File: config.mk
export PLATFORM = sky130hd
export DESIGN_NAME = ifq_param
export DESIGN_NICKNAME = d
export VERILOG_FILES = /design/src/rtl/ifq_param.sv
export SDC_FILE = /design/constraint.sdc
export NUM_CORES = 1
export LEC_CHECK = 0
export CAP_MARGIN = 20
export CORE_AREA = 4 4 259 311
export DETAILED_ROUTE_END_ITERATION = 8
export DIE_AREA = 0 0 263 315
export PLACE_DENSITY = 0.57
export SYNTH_ARGS = -nofsm -noshare
export SYNTH_HDL_FRONTEND = slang
export SYNTH_SLANG_ARGS = --single-unit
export TNS_END_PERCENT = 10
File: constraint.sdc
create_clock -name clk -period 4.57 [get_ports clk]
set_clock_uncertainty 0.15 [all_clocks]
set_input_delay 0.914 -clock clk [delete_from_list [all_inputs] [get_ports clk]]
set_output_delay 0.914 -clock clk [all_outputs]
set_load 0.03 [all_outputs]
File: src/rtl/ifq_param.sv
// ifq_param -- parameterised instruction fetch queue.
//
// Fetches aligned WORDS-instruction lines from program memory into a
// DEPTH-line circular buffer and presents one instruction per cycle, with
// its PC, to dispatch. At most one memory request is outstanding. A request
// is issued only while a buffer slot is free, so a returning line always has
// room. A redirect flushes the buffer and aborts any outstanding request.
// Dispatch may then start in the middle of the first fetched line.
//
// Ports:
//   clk, rst           clock (rising edge), asynchronous active-low reset
//   m_rd_en            one-cycle request strobe
//   mem_addr           line-aligned fetch address
//   abort              kills the outstanding request (redirect while waiting)
//   d_valid, mem_data  response strobe and line (word i at [i*INSTR_W +: INSTR_W])
//   jump_branch_valid  redirect strobe; jump_branch_add is the target
//   d_rd_en            dispatch consumes the current instruction
//   empty, i_code      no instruction available / instruction at pc_out
//   pc_out, level      PC of i_code / number of lines held in the buffer
module ifq_param #(
   parameter int unsigned       ADDR_W   = 32,
   parameter int unsigned       INSTR_W  = 32,
   parameter int unsigned       WORDS    = 4,
   parameter int unsigned       DEPTH    = 4,
   parameter logic [ADDR_W-1:0] RESET_PC = 32'h0040_0000,
   localparam int unsigned      LINE_W   = WORDS * INSTR_W,
   localparam int unsigned      LVL_W    = $clog2(DEPTH) + 1
) (
   input  logic               clk,
   input  logic               rst,
   output logic               m_rd_en,
   output logic [ADDR_W-1:0]  mem_addr,
   output logic               abort,
   input  logic               d_valid,
   input  logic [LINE_W-1:0]  mem_data,
   input  logic               jump_branch_valid,
   input  logic [ADDR_W-1:0]  jump_branch_add,
   input  logic               d_rd_en,
   output logic               empty,
   output logic [INSTR_W-1:0] i_code,
   output logic [ADDR_W-1:0]  pc_out,
   output logic [LVL_W-1:0]   level
);

   localparam int unsigned       OFF_W      = $clog2(WORDS * 4);  // byte-offset bits within a line
   localparam int unsigned       WSEL_W     = $clog2(WORDS);
   localparam int unsigned       PTR_W      = $clog2(DEPTH);
   localparam logic [ADDR_W-1:0] LINE_BYTES = ADDR_W'(WORDS * 4);
   localparam logic [ADDR_W-1:0] LINE_MASK  = ~(LINE_BYTES - ADDR_W'(1));
   localparam logic [ADDR_W-1:0] WORD_MASK  = ~ADDR_W'(3);

   typedef enum logic {S_IDLE, S_WAIT} state_e;

   state_e                           state_q, state_d;
   logic [ADDR_W-1:0]                mem_addr_q, mem_addr_d;
   logic [ADDR_W-1:0]                pc_q, pc_d;
   logic [LVL_W-1:0]                 level_q, level_d;
   logic                             empty_q, empty_d;
   logic [PTR_W-1:0]                 wr_ptr_q, wr_ptr_d;
   logic [PTR_W-1:0]                 rd_ptr_q, rd_ptr_d;
   logic [WORDS-1:0][INSTR_W-1:0]    buf_q [DEPTH];

   logic              redirect, req, push, consume, pop;
   logic [WSEL_W-1:0] word_sel;

   // Word of the head line that pc_out points at.
   assign word_sel = pc_q[OFF_W-1:2];

   // Redirect overrides every other event in its cycle.
   assign redirect = jump_branch_valid;
   // IDLE means no request is outstanding, so level alone counts the used
   // credits; a request therefore always has a free slot to land in.
   assign req      = (state_q == S_IDLE) && (level_q < LVL_W'(DEPTH)) && !redirect;
   assign push     = (state_q == S_WAIT) && d_valid && !redirect;
   assign consume  = d_rd_en && !empty_q && !redirect;
   assign pop      = consume && (word_sel == WSEL_W'(WORDS - 1));

   // Fetch FSM next state.
   always_comb begin
      // NOTE: every always_comb output gets a default first so no path can infer a latch.
      state_d = state_q;
      if (redirect) begin
         state_d = S_IDLE;
      end else begin
         case (state_q)
            S_IDLE:  if (req)     state_d = S_WAIT;
            S_WAIT:  if (d_valid) state_d = S_IDLE;
            default:              state_d = S_IDLE;
         endcase
      end
   end

   // Datapath next state: addresses, PC, occupancy, pointers.
   always_comb begin
      mem_addr_d = mem_addr_q;
      pc_d       = pc_q;
      level_d    = level_q;
      wr_ptr_d   = wr_ptr_q;
      rd_ptr_d   = rd_ptr_q;
      if (redirect) begin
         mem_addr_d = jump_branch_add & LINE_MASK;
         pc_d       = jump_branch_add & WORD_MASK;
         level_d    = '0;
         wr_ptr_d   = '0;
         rd_ptr_d   = '0;
      end else begin
         if (push) begin
            mem_addr_d = mem_addr_q + LINE_BYTES;
            wr_ptr_d   = wr_ptr_q + PTR_W'(1);
         end
         if (consume) pc_d = pc_q + ADDR_W'(4);
         if (pop)     rd_ptr_d = rd_ptr_q + PTR_W'(1);
         case ({push, pop})
            2'b10:   level_d = level_q + LVL_W'(1);
            2'b01:   level_d = level_q - LVL_W'(1);
            default: level_d = level_q;
         endcase
      end
      empty_d = (level_d == '0);
   end

   always_ff @(posedge clk or negedge rst) begin
      if (!rst) begin
         // NOTE: sequential state uses non-blocking assignments so every register samples pre-edge values.
         state_q    <= S_IDLE;
         mem_addr_q <= RESET_PC;
         pc_q       <= RESET_PC;
         level_q    <= '0;
         empty_q    <= 1'b1;
         wr_ptr_q   <= '0;
         rd_ptr_q   <= '0;
      end else begin
         state_q    <= state_d;
         mem_addr_q <= mem_addr_d;
         pc_q       <= pc_d;
         level_q    <= level_d;
         empty_q    <= empty_d;
         wr_ptr_q   <= wr_ptr_d;
         rd_ptr_q   <= rd_ptr_d;
      end
   end

   // NOTE: the line storage is deliberately not reset; level/empty gate every read of it.
   always_ff @(posedge clk) begin
      if (push) buf_q[wr_ptr_q] <= mem_data;
   end

   assign m_rd_en  = req;
   assign mem_addr = mem_addr_q;
   assign abort    = redirect && (state_q == S_WAIT);
   assign empty    = empty_q;
   assign level    = level_q;
   assign pc_out   = pc_q;
   assign i_code   = buf_q[rd_ptr_q][word_sel];

endmodule

==> impl_metrics.csv <==
group,metric,value,unit
yosys,yosysTopAreaCell,"edfxtp_1",
yosys,yosysMostFrequentCell,"edfxtp_1",
power_and_ir_drop,p_per_area,419,nW/um2
global_route,grt_pass1_vias,12900,
finish,layout-drive-gt1-share,22.8,%
sta,hold_viol,0,
yosys,yosys-top-cells-area,"edfxtp_1 (67%), mux4_2 (16%), dfrtp_1 (6.9%)",
critical_path,path_common_cell,"mux4_2",
die,dieArea,82800,um2
critical_path,rr_worst_depth,9,
die,chipWidth,263,um
place,dp_hpwl,35200,um
power_and_ir_drop,vdd_ir_drop_max,0.000331,V
critical_path,cp.required,3510,ps
yosys,synth-seq-cells,579,
global_route,track_usage,12.9,%
clocking,cts-root-buf,"clkbuf_16",
critical_path,path_class,"flip-flop to output port",
global_route,grt_max_degree,68,
routing,avgViaCountPerCell,4.78,
sta,min_period_over_period,95.8,%
critical_path,cpMaxStageDelayCell,"clkdlybuf4s50_1",
clocking,cts_tree,"built",
clocking,holdBufCountCts,0,
die,fp.coreArea,77600,um2
global_route,grt_pass1_wl,81800,um
power_and_ir_drop,internal_power,9.65,mW
routing,first_pass_iters,5,
yosys,ys_seq_area_share,73.9,%
critical_path,end_kind,"output port",
yosys,synth_top_area_share,66.6,%
power_and_ir_drop,leakagePower,9.29,nW
yosys,synth.top_cells.by_count,"edfxtp_1 (512), mux4_2 (160), dfrtp_1 (64)",
sta,worst_slew_pin_slew,1070,ps
sta,fin_ws,192,ps
flow_run,max-cap-violations,0,
clocking,cts_buffers,61,
global_route,overflow,0,
routing,drt_iter0_drc,727,
clocking,clk_path_buf_depth,3,
yosys,avgSynthCellArea,20.4,um2
power_and_ir_drop,p_switching,2.71,mW
global_route,antenna_found_initial,12,
clocking,cts_resized,0,
critical_path,critPathArrivalTime,3310,ps
die,io_pins,267,
routing,drcViolationCount,0,
power_and_ir_drop,switching_share,21.9,%
die,rows,112,
yosys,yosysUniqueCellTypes,44,
critical_path,max_stage_delay,680,ps
power_and_ir_drop,total_power,12.4,mW
routing,wl_per_cell,21.5,um
routing,drt_wl_total,54000,um
power_and_ir_drop,comb_power_share,8.1,%
clocking,htreeDepth,2,
place,place_congestion,0.800,
sta,relSlewSlack,28.0,%
power_and_ir_drop,clockPowerShare,43.5,%
finish,final_nets,1605,
yosys,synth_top_flop_cell,"edfxtp_1",
die,die_height,315,um
finish,regArea,17100,um2
clocking,cts.clk_slew.worst_paths,60,ps
routing,drtAntennaViolNets,0,
clocking,clock_latency,620,ps
place,place_ws,754,ps
finish,nFillCells,7118,
clocking,post-cts-setup-buffer-count,0,
critical_path,reg2reg_from,"state_q$_DFF_PN0_",
place,io_buffers,258,
critical_path,path_max_fanout,37,
routing,vias,12000,
die,start_util,29.7,%
yosys,syn_area,23100,um2
critical_path,cp_cell_sequence,"buf_12, mux4_2, mux4_2, clkdlybuf4s50_1",
finish,syn_to_final_growth,27.9,%
yosys,syn_inst,1132,
sta,period_needed,4380,ps
critical_path,critPathLaunchType,"flip-flop",
yosys,ys_warn_count,0,
sta,rsz0062_at_grt,"no",
yosys,synth_enable_flop_cells,512,
sta,maxSlewViolCount,0,
outcome,status,"complete, no violations",
sta,clock.fmax,0.228,GHz
finish,multi_input_area,5700,um2
critical_path,crit_start,"rd_ptr_q[0]$_DFFE_PN0P_",
sta,setup_viol,0,
power_and_ir_drop,seqPwrFrac,48.4,%
yosys,async_flop_share,11.6,%
clocking,clock-sinks,579,
hold_path,hold_path.class,"primary input to async pin",
[power by group through the flow]
| stage | clock, mW | combinational, mW | sequential (mW) |
|---|---|---|---|
| detailed placement | 0 | 1.02 | 6.09 |
| global route | 5.79 | 1.07 | 5.99 |
| finish | 5.38 | 1.00 | 5.98 |
| floorplan | 0 | 0.412 | 6.15 |
| CTS | 5.56 | 1.02 | 5.98 |
| global placement | 0 | 1.00 | 6.08 |
[cell type report]
type / instances / area share [%]
clock inverter: 43 / 2.27
antenna: 6 / 0.0509
inverter: 16 / 0.204
tap: 1026 / 4.35
clock buffer: 68 / 5.26
sequential: 579 / 57.9
multi-input combinational: 477 / 19.3
timing repair buffer: 297 / 10.7
[worst max-delay path, delay by kind of cell (launching register included)]
family                 cells  cell delay (ps)
muxes                      2             1030
buffers and inverters      2             1010
DFF                        1              620
[cell usage in the layout, fill, tap and decap left out, drive strengths merged, types with 21 or more instances in the layout]
| cell | netlist | layout |
|---|---|---|
| buf | 29 | 42 |
| clkbuf | 36 | 68 |
| clkdlybuf4s50 | 0 | 255 |
| dfrtp | 64 | 64 |
| edfxtp | 512 | 512 |
| inv | 16 | 21 |
| mux4 | 160 | 160 |
| nand3 | 21 | 21 |
| nor2 | 40 | 40 |
[metal layers]
layer / global-route usage (%) / share of wire, %
met1: 15.3 / 39
met4: 3.94 / 2.7
met3: 4.21 / 6.9
met5: 0 / 0.15
met2: 22.5 / 51
[cells by family (layout without fill, tap and decap cells)]
logic type / count (synthesis) / in the layout / share of synthesized area (%)
flip-flops: 579 / 579 / 73.9
AND/OR/NAND/NOR: 187 / 187 / 4.54
multiplexers: 179 / 179 / 16.5
buffers and inverters: 81 / 424 / 1.51
AO/OA/AOI/OAI: 71 / 71 / 2.03
XOR/XNOR: 26 / 26 / 0.987
adder cells (fa/ha/maj): 8 / 8 / 0.466
other: 1 / 12 / 0.0163
[state kept, by name (all words and copies together) (netlist names)]
signal,count
buf_q,512
pc_out,30
mem_addr,28
level,3
rd_ptr_q,2
wr_ptr_q,2
empty,1
state_q,1
[path summary, 6_finish.rpt]
path | endpoint | slack [ps]
worst max-delay path | i_code[29] | 190
worst min-delay path | mem_addr[20]$_DFFE_PN0N_ | 350
worst max register to register | empty$_DFF_PN1_ | 1720
worst min register to register | pc_out[22]$_DFFE_PN1N_ | 430
max in group asynchronous | rd_ptr_q[0]$_DFFE_PN0P_ | 3240
min in group clk | pc_out[22]$_DFFE_PN1N_ | 430
[stage by stage]
step | instance area (um2) | utilization (%) | TNS, ps | hold slack (ps) | instances
after global placement | 27300 | 35.1 | 0 | 398 | 2395
after floorplan | 23100 | - | -216540 | 393 | 1137
after global routing | 29500 | 38.0 | 0 | 389 | 2507
after detailed placement | 27300 | 35.1 | 0 | 421 | 2395
after CTS | 29500 | 38.0 | 0 | 331 | 2506
final | 29500 | 38.0 | 0 | 346 | 2512
Power figures use the tool's default switching activity.
